### src/rtl/hp1349a_pkg.sv
// rtl/hp1349a_pkg.sv - shared opcode, field-position and width constants for the HP1349A command path
package hp1349a_pkg;
   localparam int COORD_W = 11;

   localparam logic [1:0] OP_PLOT  = 2'b00;
   localparam logic [1:0] OP_GRAPH = 2'b01;
   localparam logic [1:0] OP_TEXT  = 2'b10;
   localparam logic [1:0] OP_SETC  = 2'b11;

   localparam int OP_HI    = 14;
   localparam int OP_LO    = 13;
   localparam int AXIS_BIT = 12;
   localparam int PEN_BIT  = 11;
   localparam int FSEL_HI  = 12;
   localparam int FSEL_LO  = 11;

   localparam logic [1:0] FSEL_INTENSITY = 2'b00;
endpackage

### src/rtl/hp1349a_word_classify.sv
// rtl/hp1349a_word_classify.sv - combinational field extraction for one 15-bit bus word
module hp1349a_word_classify
   import hp1349a_pkg::*;
(
   input  logic [14:0]        word,
   output logic [1:0]         opcode,
   output logic               is_x,
   output logic               is_y,
   output logic               pen,
   output logic [COORD_W-1:0] coord,
   output logic [7:0]         char_code,
   output logic [1:0]         field,
   output logic [3:0]         value
);
   assign opcode    = word[OP_HI:OP_LO];
   assign is_x      = (opcode == OP_PLOT) && !word[AXIS_BIT];
   assign is_y      = (opcode == OP_PLOT) &&  word[AXIS_BIT];
   assign pen       = word[PEN_BIT];
   assign coord     = word[COORD_W-1:0];
   assign char_code = word[7:0];
   assign field     = word[FSEL_HI:FSEL_LO];
   assign value     = word[3:0];
endmodule

### src/rtl/hp1349a_cmd_decoder.sv
// rtl/hp1349a_cmd_decoder.sv - turns command FIFO words into vector segments and character events
module hp1349a_cmd_decoder #(
   parameter int               COORD_W       = 11,
   parameter logic [COORD_W-1:0] CHAR_PITCH  = 11'd24,
   parameter logic [3:0]       DEF_INTENSITY = 4'hF
) (
   input  logic               clk,
   input  logic               rst_n,
   input  logic               fifo_empty,
   output logic               fifo_read_en,
   input  logic [15:0]        fifo_read_data,
   output logic               vec_valid,
   input  logic               vec_ready,
   output logic [COORD_W-1:0] vec_x0,
   output logic [COORD_W-1:0] vec_y0,
   output logic [COORD_W-1:0] vec_x1,
   output logic [COORD_W-1:0] vec_y1,
   output logic [3:0]         vec_intensity,
   output logic               chr_valid,
   input  logic               chr_ready,
   output logic [7:0]         chr_code,
   output logic [COORD_W-1:0] chr_x,
   output logic [COORD_W-1:0] chr_y,
   output logic [7:0]         drop_cnt
);
   import hp1349a_pkg::*;

   typedef enum logic [2:0] {S_IDLE, S_FETCH, S_DECODE, S_VEC, S_CHR} state_t;

   state_t             state_q, state_d;
   logic               rd_en_q, rd_en_d;
   logic               vec_valid_q, vec_valid_d, chr_valid_q, chr_valid_d;
   logic [COORD_W-1:0] vec_x0_q, vec_x0_d, vec_y0_q, vec_y0_d;
   logic [COORD_W-1:0] vec_x1_q, vec_x1_d, vec_y1_q, vec_y1_d;
   logic [3:0]         vec_int_q, vec_int_d, intensity_q, intensity_d;
   logic [7:0]         chr_code_q, chr_code_d, drop_q, drop_d;
   logic [COORD_W-1:0] chr_x_q, chr_x_d, chr_y_q, chr_y_d;
   logic [COORD_W-1:0] cur_x_q, cur_x_d, cur_y_q, cur_y_d, pend_x_q, pend_x_d;
   logic               have_x_q, have_x_d;

   logic [1:0]         w_op, w_field;
   logic               w_is_x, w_is_y, w_pen;
   logic [COORD_W-1:0] w_coord;
   logic [7:0]         w_char;
   logic [3:0]         w_value;
   logic               unused_bit15;

   assign unused_bit15 = fifo_read_data[15];

   hp1349a_word_classify u_classify (
      .word      (fifo_read_data[14:0]),
      .opcode    (w_op),
      .is_x      (w_is_x),
      .is_y      (w_is_y),
      .pen       (w_pen),
      .coord     (w_coord),
      .char_code (w_char),
      .field     (w_field),
      .value     (w_value)
   );

   // Extra carry bit catches a text advance running off the right edge.
   logic [COORD_W:0]   adv_x;
   logic [COORD_W-1:0] next_chr_x, sel_x;
   assign adv_x      = {1'b0, cur_x_q} + {1'b0, CHAR_PITCH};
   assign next_chr_x = adv_x[COORD_W] ? '1 : adv_x[COORD_W-1:0];
   assign sel_x      = have_x_q ? pend_x_q : cur_x_q;

   always_comb begin
      state_d     = state_q;
      rd_en_d     = 1'b0;
      vec_valid_d = vec_valid_q;
      vec_x0_d    = vec_x0_q;
      vec_y0_d    = vec_y0_q;
      vec_x1_d    = vec_x1_q;
      vec_y1_d    = vec_y1_q;
      vec_int_d   = vec_int_q;
      chr_valid_d = chr_valid_q;
      chr_code_d  = chr_code_q;
      chr_x_d     = chr_x_q;
      chr_y_d     = chr_y_q;
      cur_x_d     = cur_x_q;
      cur_y_d     = cur_y_q;
      pend_x_d    = pend_x_q;
      have_x_d    = have_x_q;
      intensity_d = intensity_q;
      drop_d      = drop_q;
      case (state_q)
         S_IDLE: begin
            if (!fifo_empty) begin
               rd_en_d = 1'b1;
               state_d = S_FETCH;
            end
         end
         S_FETCH: state_d = S_DECODE;
         S_DECODE: begin
            state_d = S_IDLE;
            if (w_is_x) begin
               pend_x_d = w_coord;
               have_x_d = 1'b1;
            end else if (w_is_y && w_pen) begin
               vec_x0_d    = cur_x_q;
               vec_y0_d    = cur_y_q;
               vec_x1_d    = sel_x;
               vec_y1_d    = w_coord;
               vec_int_d   = intensity_q;
               vec_valid_d = 1'b1;
               state_d     = S_VEC;
            end else if (w_is_y) begin
               cur_x_d  = sel_x;
               cur_y_d  = w_coord;
               have_x_d = 1'b0;
            end else if (w_op == OP_TEXT) begin
               chr_code_d  = w_char;
               chr_x_d     = cur_x_q;
               chr_y_d     = cur_y_q;
               chr_valid_d = 1'b1;
               state_d     = S_CHR;
            end else if (w_op == OP_GRAPH) begin
               if (drop_q != 8'hFF) drop_d = drop_q + 8'd1;
            end else if (w_field == FSEL_INTENSITY) begin
               intensity_d = w_value;
            end
         end
         S_VEC: begin
            if (vec_ready) begin
               vec_valid_d = 1'b0;
               cur_x_d     = vec_x1_q;
               cur_y_d     = vec_y1_q;
               have_x_d    = 1'b0;
               state_d     = S_IDLE;
            end
         end
         S_CHR: begin
            if (chr_ready) begin
               chr_valid_d = 1'b0;
               cur_x_d     = next_chr_x;
               state_d     = S_IDLE;
            end
         end
         default: state_d = S_IDLE;
      endcase
   end

   always_ff @(posedge clk or negedge rst_n) begin
      if (!rst_n) begin
         state_q     <= S_IDLE;
         rd_en_q     <= 1'b0;
         vec_valid_q <= 1'b0;
         vec_x0_q    <= '0;
         vec_y0_q    <= '0;
         vec_x1_q    <= '0;
         vec_y1_q    <= '0;
         vec_int_q   <= '0;
         chr_valid_q <= 1'b0;
         chr_code_q  <= '0;
         chr_x_q     <= '0;
         chr_y_q     <= '0;
         cur_x_q     <= '0;
         cur_y_q     <= '0;
         pend_x_q    <= '0;
         have_x_q    <= 1'b0;
         intensity_q <= DEF_INTENSITY;
         drop_q      <= '0;
      end else begin
         state_q     <= state_d;
         rd_en_q     <= rd_en_d;
         vec_valid_q <= vec_valid_d;
         vec_x0_q    <= vec_x0_d;
         vec_y0_q    <= vec_y0_d;
         vec_x1_q    <= vec_x1_d;
         vec_y1_q    <= vec_y1_d;
         vec_int_q   <= vec_int_d;
         chr_valid_q <= chr_valid_d;
         chr_code_q  <= chr_code_d;
         chr_x_q     <= chr_x_d;
         chr_y_q     <= chr_y_d;
         cur_x_q     <= cur_x_d;
         cur_y_q     <= cur_y_d;
         pend_x_q    <= pend_x_d;
         have_x_q    <= have_x_d;
         intensity_q <= intensity_d;
         drop_q      <= drop_d;
      end
   end

   assign fifo_read_en  = rd_en_q;
   assign vec_valid     = vec_valid_q;
   assign vec_x0        = vec_x0_q;
   assign vec_y0        = vec_y0_q;
   assign vec_x1        = vec_x1_q;
   assign vec_y1        = vec_y1_q;
   assign vec_intensity = vec_int_q;
   assign chr_valid     = chr_valid_q;
   assign chr_code      = chr_code_q;
   assign chr_x         = chr_x_q;
   assign chr_y         = chr_y_q;
   assign drop_cnt      = drop_q;
endmodule

### config.mk
export PLATFORM = sky130hd
export DESIGN_NAME = hp1349a_cmd_decoder
export DESIGN_NICKNAME = d
export VERILOG_FILES = /design/src/rtl/hp1349a_pkg.sv /design/src/rtl/hp1349a_word_classify.sv /design/src/rtl/hp1349a_cmd_decoder.sv
export SDC_FILE = /design/constraint.sdc
export NUM_CORES = 1
export LEC_CHECK = 0
export ABC_CLOCK_PERIOD_IN_PS = 2100
export CAP_MARGIN = 20
export CORE_ASPECT_RATIO = 1.75
export CORE_MARGIN = 10
export CORE_UTILIZATION = 45
export DETAILED_ROUTE_END_ITERATION = 8
export PLACE_DENSITY = 0.79
export SKIP_CTS_REPAIR_TIMING = 1
export SLEW_MARGIN = 20
export SYNTH_ARGS = -nofsm -noshare
export SYNTH_HDL_FRONTEND = slang
export SYNTH_SLANG_ARGS = --single-unit
### constraint.sdc
create_clock -name clk -period 2.1 [get_ports clk]
set_input_delay 0.315 -clock clk [delete_from_list [all_inputs] [get_ports clk]]
set_output_delay 0.315 -clock clk [all_outputs]
set_load 0.02 [all_outputs]
==> out/results.ini <==
[placement]
place_area_sq_mm = 0.007117
io_buffers = 108
dpl.hpwl_um = 10980
routabilityCongestion = 0.8519

[sta]
fmax_mhz = 516.8
whs_ns = 0.3474
setup-violations-final = 0
min_period_ns = 1.935
hold_viol = 0
fin_tns_setup_ns = 0
slew_violations = 0
worst_pin_slew_ns = 0.5667
rsz0062_at_grt = false
fin_skew_ns = 0.008071
slew_headroom_pct = 62.22
fin_crit_sh_pct = 92.13

[floorplanning]
die_area_sq_mm = 0.01780
die_w_um = 105.2
num_rows = 54
core_area_sq_mm = 0.01250
pin_count = 110
die_h_um = 169.2
initial_utilization_pct = 45.77

[synth]
synthTopCellsByCount = dfrtp_1, mux2_2, nand2_1
post_synth.cell_area_avg_sq_um = 11.89
syn_nets = 504
ys_seq_area_share_pct = 56.96
synth_ff_type = dfrtp_1
synthCells = 481
synth_warnings = 0
ys_top_cells_by_area = dfrtp_1, mux2_2, nand2_1, o21ai_0, mux2i_1
yosysUniqueCellTypes = 52
synth_edf_count = 0
async_reset_ff_share_pct = 100.0
synthesis.area_sq_mm = 0.005720
synth.most_common_cell = dfrtp_1
synth_seq_cells = 130
synth_top_area_cell = dfrtp_1
yosysTopAreaCellShare_pct = 55.12

[route]
wl_per_cell_um = 19.11
ant_nets = 0
vias_per_cell = 5.430
dr.first_iter.drc_count = 182
drt-total-wl_um = 15080
drc = 0
vias = 4284
firstDrtPassIters = 5

[global_route]
grt-ovfl-total = 0
grt_max_degree = 89
grt_pass1_vias = 4566
grt_usage_pct = 17.15
grt_pass1_wl_um = 24420
antenna_found_initial = 0

[worst_hold_path]
hp-class = primary input to async pin

[final_layout]
drive_gt1_share_pct = 24.80
area_growth_pct = 34.97
finish.utilization_pct = 61.77
final_nets = 631
diodes = 0
fin_area_sq_mm = 0.007721

[worst_setup_path]
crit_fanout = 15
rr_startpoint = state_q[0]$_DFFE_PN0P_
r2r.worst_path.cells = 5
crit_required_ns = 2.42
crit_path_end_kind = flop
r2r_setup_slack_ns = 0.17
reg2reg_to = cur_x_q[9]$_DFFE_PN0P_
critPathKind = flop to flop
start_kind = flop
arrival_ns = 2.26

[clock_tree]
clockBufferDepth = 2
clk_latency_ns = 0.42
htree_levels = 4
cts_root_buf = clkbuf_16
cts.clk_slew.worst_paths_ns = 0.06
cts_sinks = 130
cts_tree = built
numCtsBuffers = 17

[power_and_ir_drop]
finalPower_mw = 12.26
ir_drop_uv = 875.4
p_leak_nw = 3.417
p_per_area_mw_per_mm2 = 1588

[flow_run]
max-cap-violations = 0

[status]
status = finished clean

critical path, stage by stage, from the launching register on:
cell and delay, ns:
dfrtp_1 0.64, and3b_1 0.56, buf_4 0.24, a22o_1 0.13, o22ai_1 0.07, a32oi_1 0.19
metrics by stage:
stage               setup WS, ns  std cells
global route             0.01351        789
floorplan                 0.4356        481
CTS                       0.1884        788
finish                    0.1652        789
detailed placement       0.08809        756
global placement          0.1152        756
metal layers:
metal	vias to the layer above	GRT usage, %	share of wire [%]
met5	-	0	0
met4	0	8.333	3.2
met3	26	4.905	5.4
met2	144	31.16	55
met1	2156	17.47	36
li1	1958	-	-
cell families after synthesis:
kind of cell,synth area share [%]
buffers and inverters,3.609
flip-flops,56.96
AO/OA/AOI/OAI,8.268
adder cells (fa/ha/maj),0.4374
XOR/XNOR,1.378
AND/OR/NAND/NOR,10.70
multiplexers,18.66
report_power, final:
| group | total, mW | internal (mW) | switching [mW] |
|---|---|---|---|
| combinational | 4.86 | 2.44 | 2.42 |
| clock | 2.94 | 1.80 | 1.14 |
| sequential | 4.47 | 3.58 | 0.886 |
cell usage in the layout (no fill, tap or decap), types with 8 or more instances in the layout:
cell type        netlist  routed
clkbuf_16              0      17
o21ai_0               32      32
mux2i_1               11      11
nand2_1               71      71
mux2_2                82      82
clkdlybuf4s50_1        0     107
a21oi_1                8       8
nor3_1                13      13
inv_1                 11      11
buf_4                  7      28
nor2_1                 9       9
dfrtp_1              126     126
cell type report:
class	count	area, sq um
clock inverter	13	151.4
timing repair buffer	139	1351
inverter	11	41.29
fill	993	4778
sequential	130	3258
multi-input combinational	309	2266
tap	168	210.2
clock buffer	19	442.9
flip-flops by register name, indices dropped and copies added (netlist names), 3 cells and up:
signal and cells:
intensity_q 4, vec_x1 11, vec_y0 11, chr_x 11, cur_y_q 11, state_q 3, pend_x_q 11, vec_x0 11
drop_cnt 8, vec_intensity 4, cur_x_q 11, chr_code 8, chr_y 11, vec_y1 11
how the worst max path moves through the flow:
stage / to / slack (ns) / cells after the start / start
final: cur_x_q[9]$_DFFE_PN0P_ / 0.17 / 5 / state_q[0]$_DFFE_PN0P_
after global routing: cur_x_q[8]$_DFFE_PN0P_ / 0.01 / 6 / state_q[0]$_DFFE_PN0P_
after CTS: cur_x_q[9]$_DFFE_PN0P_ / 0.19 / 5 / state_q[0]$_DFFE_PN0P_
after detailed placement: cur_x_q[0]$_DFFE_PN0P_ / 0.09 / 6 / fifo_read_data[12]
after global placement: cur_x_q[2]$_DFFE_PN0P_ / 0.12 / 6 / fifo_read_data[12]
after floorplan: chr_code[7]$_DFFE_PN0P_ / 0.44 / 6 / state_q[2]$_DFFE_PN0P_
Note: power is estimated with default switching activity, not from simulation.
